--- src/rtl/serial_pattern_tx_if.sv ---
// ============================================================================
// Module   : serial_pattern_tx_if
// Brief    : Load handshake and serial output bundle for serial_pattern_tx.
// Revision : 1.0  initial release
// ============================================================================
`default_nettype none

interface serial_pattern_tx_if #(
    parameter int DATA_W = 8,
    parameter int LEN_W  = 4
);
    logic              i_load_valid;
    logic [DATA_W-1:0] i_load_data;
    logic [LEN_W-1:0]  i_load_len;
    logic              o_load_ready;
    logic              o_data_out;
    logic              o_data_vld;
    logic              o_busy;
    logic              o_done;

    modport master (
        output i_load_valid, i_load_data, i_load_len,
        input  o_load_ready, o_data_out, o_data_vld, o_busy, o_done
    );

    modport slave (
        input  i_load_valid, i_load_data, i_load_len,
        output o_load_ready, o_data_out, o_data_vld, o_busy, o_done
    );
endinterface

`default_nettype wire

--- src/rtl/serial_pattern_tx.sv ---
// ============================================================================
// Module   : serial_pattern_tx
// Brief    : Parallel-to-serial MSB-first bit-pattern transmitter with idle gap.
// Revision : 1.0  initial release
// ============================================================================
`default_nettype none

module serial_pattern_tx #(
    parameter int DATA_W     = 8,
    parameter int LEN_W      = 4,
    parameter int GAP_CYCLES = 2,
    parameter bit IDLE_LEVEL = 1'b0
) (
    input  wire logic          i_sys_clk,
    input  wire logic          i_rst_n,
    serial_pattern_tx_if.slave bus
);

    localparam int             GAP_W      = $clog2(GAP_CYCLES + 2);
    localparam logic [LEN_W-1:0] c_DATA_LEN = LEN_W'(DATA_W);

    typedef enum logic [1:0] {
        ST_IDLE  = 2'd0,
        ST_SHIFT = 2'd1,
        ST_GAP   = 2'd2
    } state_t;

    state_t            state_q, state_d;
    logic [DATA_W-1:0] shreg_q, shreg_d;
    logic [LEN_W-1:0]  cnt_q, cnt_d;
    logic [GAP_W-1:0]  gap_q, gap_d;
    logic              out_q, out_d;
    logic              vld_q, vld_d;
    logic              busy_q, busy_d;
    logic              done_q, done_d;
    logic              ready_q, ready_d;

    logic              w_accept;
    logic [LEN_W-1:0]  w_len_eff;

    assign w_accept  = bus.i_load_valid & ready_q;
    assign w_len_eff = (bus.i_load_len > c_DATA_LEN) ? c_DATA_LEN : bus.i_load_len;

    // The frame is left-aligned in shreg so the bit on the wire is always the MSB;
    // cnt holds how many bits remain after the one currently presented.
    always_comb begin
        state_d = state_q;
        shreg_d = shreg_q;
        cnt_d   = cnt_q;
        gap_d   = gap_q;
        out_d   = IDLE_LEVEL;
        vld_d   = 1'b0;
        done_d  = 1'b0;

        case (state_q)
            ST_IDLE: begin
                if (w_accept) begin
                    if (w_len_eff != '0) begin
                        state_d = ST_SHIFT;
                        shreg_d = bus.i_load_data << (c_DATA_LEN - w_len_eff);
                        cnt_d   = w_len_eff - LEN_W'(1);
                        out_d   = shreg_d[DATA_W-1];
                        vld_d   = 1'b1;
                        done_d  = (w_len_eff == LEN_W'(1));
                    end else begin
                        done_d  = 1'b1;
                    end
                end
            end
            ST_SHIFT: begin
                if (cnt_q != '0) begin
                    shreg_d = shreg_q << 1;
                    cnt_d   = cnt_q - LEN_W'(1);
                    out_d   = shreg_d[DATA_W-1];
                    vld_d   = 1'b1;
                    done_d  = (cnt_q == LEN_W'(1));
                end else begin
                    shreg_d = '0;
                    if (GAP_CYCLES > 0) begin
                        state_d = ST_GAP;
                        gap_d   = GAP_W'(GAP_CYCLES - 1);
                    end else begin
                        state_d = ST_IDLE;
                    end
                end
            end
            ST_GAP: begin
                if (gap_q == '0) begin
                    state_d = ST_IDLE;
                end else begin
                    gap_d   = gap_q - GAP_W'(1);
                end
            end
            default: begin
                state_d = ST_IDLE;
            end
        endcase

        busy_d  = (state_d != ST_IDLE);
        ready_d = (state_d == ST_IDLE);
    end

    always_ff @(posedge i_sys_clk or negedge i_rst_n) begin
        if (!i_rst_n) begin
            state_q <= ST_IDLE;
            shreg_q <= '0;
            cnt_q   <= '0;
            gap_q   <= '0;
            out_q   <= IDLE_LEVEL;
            vld_q   <= 1'b0;
            busy_q  <= 1'b0;
            done_q  <= 1'b0;
            ready_q <= 1'b1;
        end else begin
            state_q <= state_d;
            shreg_q <= shreg_d;
            cnt_q   <= cnt_d;
            gap_q   <= gap_d;
            out_q   <= out_d;
            vld_q   <= vld_d;
            busy_q  <= busy_d;
            done_q  <= done_d;
            ready_q <= ready_d;
        end
    end

    assign bus.o_load_ready = ready_q;
    assign bus.o_data_out   = out_q;
    assign bus.o_data_vld   = vld_q;
    assign bus.o_busy       = busy_q;
    assign bus.o_done       = done_q;

endmodule

`default_nettype wire

--- src/flat_wrapper.sv ---
// flat-port wrapper written by rule: the top's interface ports become plain ports
module serial_pattern_tx_flat 
#(
    parameter int DATA_W     = 8,
    parameter int LEN_W      = 4,
    parameter int GAP_CYCLES = 2,
    parameter bit IDLE_LEVEL = 1'b0
)
  (i_sys_clk, i_rst_n, bus_i_load_valid, bus_i_load_data, bus_i_load_len, bus_o_load_ready, bus_o_data_out, bus_o_data_vld, bus_o_busy, bus_o_done);
  serial_pattern_tx_if #(.DATA_W(DATA_W), .LEN_W(LEN_W)) bus_i ();
  input  wire logic i_sys_clk;
  input  wire logic i_rst_n;
  input wire logic [$bits(bus_i.i_load_valid)-1:0] bus_i_load_valid;
  input wire logic [$bits(bus_i.i_load_data)-1:0] bus_i_load_data;
  input wire logic [$bits(bus_i.i_load_len)-1:0] bus_i_load_len;
  output wire logic [$bits(bus_i.o_load_ready)-1:0] bus_o_load_ready;
  output wire logic [$bits(bus_i.o_data_out)-1:0] bus_o_data_out;
  output wire logic [$bits(bus_i.o_data_vld)-1:0] bus_o_data_vld;
  output wire logic [$bits(bus_i.o_busy)-1:0] bus_o_busy;
  output wire logic [$bits(bus_i.o_done)-1:0] bus_o_done;
  assign bus_i.i_load_valid = bus_i_load_valid;
  assign bus_i.i_load_data = bus_i_load_data;
  assign bus_i.i_load_len = bus_i_load_len;
  assign bus_o_load_ready = bus_i.o_load_ready;
  assign bus_o_data_out = bus_i.o_data_out;
  assign bus_o_data_vld = bus_i.o_data_vld;
  assign bus_o_busy = bus_i.o_busy;
  assign bus_o_done = bus_i.o_done;
  serial_pattern_tx #(.DATA_W(DATA_W), .LEN_W(LEN_W), .GAP_CYCLES(GAP_CYCLES), .IDLE_LEVEL(IDLE_LEVEL)) u_core (.i_sys_clk(i_sys_clk), .i_rst_n(i_rst_n), .bus(bus_i));
endmodule
--- config.mk ---
export PLATFORM = sky130hd
export DESIGN_NAME = serial_pattern_tx_flat
export DESIGN_NICKNAME = d
export VERILOG_FILES = /design/src/rtl/serial_pattern_tx_if.sv /design/src/rtl/serial_pattern_tx.sv /design/src/flat_wrapper.sv
export SDC_FILE = /design/constraint.sdc
export NUM_CORES = 1
export LEC_CHECK = 0
export CAP_MARGIN = 20
export CORE_MARGIN = 8
export CORE_UTILIZATION = 45
export DETAILED_ROUTE_END_ITERATION = 8
export GPL_ROUTABILITY_DRIVEN = 0
export PLACE_DENSITY = 0.71
export SYNTH_ARGS = -nofsm -noshare
export SYNTH_HDL_FRONTEND = slang
export SYNTH_SLANG_ARGS = --single-unit
--- constraint.sdc ---
create_clock -name i_sys_clk -period 1.85 [get_ports i_sys_clk]
set_input_delay 0.37 -clock i_sys_clk [delete_from_list [all_inputs] [get_ports i_sys_clk]]
set_output_delay 0.37 -clock i_sys_clk [all_outputs]
set_load 0.02 [all_outputs]
==> impl_results.md <==
- Vias per cell: 5.82
- Worst-path clk slew: 0.12 ns
- Top-area cell type share of the netlist area: 34.0%
- Area Growth Syn to Fin: 43.3%
- Sw Ratio: 39.4%
- HPWL Detailed: 2900 µm
- Clock buffer depth: 2
- FF-to-FF Start: u_core.cnt_q[0]
- Initial DRC count: 84
- CP Cell Sequence: dlygate4sd2_1, nor2b_2, buf_6, inv_6, ha_4, buf_6, inv_2, a221oi_4, or3b_1, a31oi_1
- Slew margin rel.: 67.1%
- Placed Cells: 218
- Layout cells sized above 1: 33.8%
- Critical setup path kind: input pin to flip-flop
- Sequential area share after synthesis: 35.9%
- Crit path required time: 2.10 ns
- Total Routing Usage GR: 14.9%
- Most frequent cells in the layout: 31 x buf_4, 19 x dfrtp_1, 14 x nor2_1, 14 x clkdlybuf4s50_1
- CTS Sinks: 20
- Seq pwr share: 28.0%
- Largest net degree at the start of global routing: 21
- Crit path launch type: input pin
- Clock Latency Late Sink: 0.31 ns
- Cells on worst reg2reg path: 7
- # DRC: 0
- Vias after detailed routing: 1328
- CP endpoint: u_core.shreg_q[2]
- CP Depth: 10
- Slowest stage cell, crit path: or3b_1
- Sum Neg Setup Slack: 0 ns
- CTS root buf: clkbuf_4
- Die W: 71.8 µm
- WHS: 0.381 ns
- H-tree depth: 1
- Ant diodes: 0
- Fmax: 558 MHz
- Filler cells: 222
- CP max stage delay: 0.37 ns
- Buffer and inverter count on the worst path: 5
- TritonCTS clock tree: done
- First-pass GRT wire length: 6180 µm
- IO buf count: 19
- Fin cells: 228
- Drt pass-1 iters: 7
- Final #Nets: 221
- Commonest non-fill, non-tap cell in the layout: buf_4
- Post-DRT Antenna Nets: 0
- Syn_nets: 167
- R2R Setup Slk: 0.09 ns
- Tcrit/Tclk final: 96.8%
- CP arrival: 2.04 ns
- FF+latch area: 502 µm²
- Final Hold Fails: 0
- Top Ports: 20
- CP Max Fanout: 5
- Synth unique cells: 41
- # hold bufs at CTS: 0
- Die footprint: 0.00515 mm²
- Area contributors post-synth: dfrtp_1 34%, ha_1 8.9%, mux4_2 8.1%
- Synthesized instance count: 142
- # setup viols final: 0
- Detailed Route WL: 3810 µm
- Pint: 1.63 mW
- Post-synth top area cell: dfrtp_1
- Number of global-route vias before repair: 1338
- Leakage power: 0.896 nW
- Syn Area/Cell: 9.85 µm²
- Status: finished clean
- Total gr overflow: 0
- Max Slew Vio Count: 0
- Num CTS Buffers: 3
- Multi-input gate area: 916 µm²
- Core region area: 0.00300 mm²
- Reg2reg end: u_core.cnt_q[0]
- PD cells: 1350 mW/mm²
- VDD IR max: 1.06 mV
- Yosys warnings: 0
- Worst Tran Pin Value: 0.489 ns
- Critical Path Source: bus_i_load_len[0]
- Yosys reg bits: 20
- Fin Clk Skew: 0.00732 ns
- # rows: 20
- Initial Util: 46.6%
- Max Cap Violations: 0
- Crit-path most repeated cell: buf_6
- Min cycle time layout: 1.79 ns
- Clock power frac: 13.5%
- DIE HEIGHT: 71.8 µm
- Comb pwr share: 58.5%
- Hold WC Path Type: input pin to asynchronous set/reset pin
- Drt wl/cell: 16.7 µm
- NetSw: 1.06 mW
- Post-synthesis cell area: 0.00140 mm²
- Antenna violations before repair: 0
- Delay-heaviest family, CP: buffers and inverters
- CP endpoint kind: flip-flop
[cell families after synthesis]
logic type	synth area share [%]
fa+ha+maj	8.94
buf+inv	4.47
compound gates	19.9
xor+xnor	1.25
flops	35.9
simple gates	17.7
mux	11.8
[layer usage]
layer	wire length [µm]	track usage, %	share of wire (%)	vias to the layer above
li1	-	-	-	640
met1	1560	16.5	41	663
met2	2130	28.1	56	25
met3	117	3.49	3.1	0
met4	0	2.49	0	0
met5	0	0	0	-
[registers in the layout, indices dropped and copies added (netlist names)]
register / flops
u_core.bus.o_data_out: 1
u_core.cnt_q: 4
u_core.gap_q: 2
u_core.bus.o_busy: 1
u_core.bus.o_done: 1
u_core.bus.o_data_vld: 1
u_core.shreg_q: 7
u_core.bus.o_load_ready: 1
u_core.state_q: 2
[timing repair]
action	in CTS	in global routing
pin swaps	4	4
gates resized for setup	6	17
endpoints found under the setup margin	15	14
setup buffers	2	4
[how the worst min path moves through the flow]
| stage | from | endpoint | slack [ns] | depth (start not counted) |
|---|---|---|---|---|
| 2_1_floorplan | i_rst_n | u_core.bus.o_busy | 0.07 | 0 |
| 3_3_place_gp | u_core.shreg_q[6] | u_core.bus.o_data_out | 0.47 | 2 |
| 3_5_place_dp | u_core.shreg_q[6] | u_core.bus.o_data_out | 0.50 | 2 |
| 4_1_cts | i_rst_n | u_core.gap_q[1] | 0.38 | 2 |
| 5_1_grt | i_rst_n | u_core.shreg_q[3] | 0.40 | 2 |
| 6_report | i_rst_n | u_core.shreg_q[6] | 0.38 | 2 |
[power groups by stage]
stage | Sequential (mW) | Combinational (mW) | Clock [mW]
2_1_floorplan | 0.791 | 0.827 | 0
3_3_place_gp | 0.749 | 1.35 | 0
3_5_place_dp | 0.762 | 1.42 | 0
4_1_cts | 0.752 | 1.43 | 0.371
5_1_grt | 0.771 | 1.74 | 0.384
6_report | 0.756 | 1.58 | 0.364
[synthesized netlist by cell type]
cell type	number
a211oi_1	1
a21oi_1	4
a221oi_1	1
a221oi_4	1
a22o_1	1
a22oi_1	4
a2bb2oi_1	2
a31o_2	2
a31oi_1	4
a32o_1	1
a32oi_1	1
and3b_1	1
buf_4	1
clkbuf_1	2
dfrtp_1	19
dfstp_2	1
ha_1	10
inv_1	11
inv_4	1
mux2_2	2
mux2i_1	3
mux4_2	5
nand2_1	8
nand2b_1	2
nand2b_4	1
nand3_1	5
nor2_1	15
nor2b_1	4
nor3_1	3
nor3b_1	1
nor4_1	1
nor4b_1	1
o21a_1	1
o21ai_0	9
o21bai_1	1
o22ai_1	3
o311a_1	2
or2_1	1
or3_1	1
or3b_1	3
xnor2_1	2
[through the flow]
step,power (mW),setup WS [ns],instance area [µm²],util (%)
after floorplan,1.62,-0.0255,1430,-
after global routing,2.89,-0.0156,2000,66.8
final,2.70,0.0590,2000,66.8
after CTS,2.56,0.00846,1930,64.1
after global placement,2.10,-0.455,1850,61.5
after detailed placement,2.18,-0.497,1850,61.5
[layout make-up]
type,instances,area share (%)
flip-flops and latches,20,25.0
multi-input cells,107,45.7
clock inverters,1,1.50
clock buffers,3,1.12
inverters,12,2.50
repair buffers,52,22.1
well taps,33,2.06
Power figures use the tool's default switching activity.
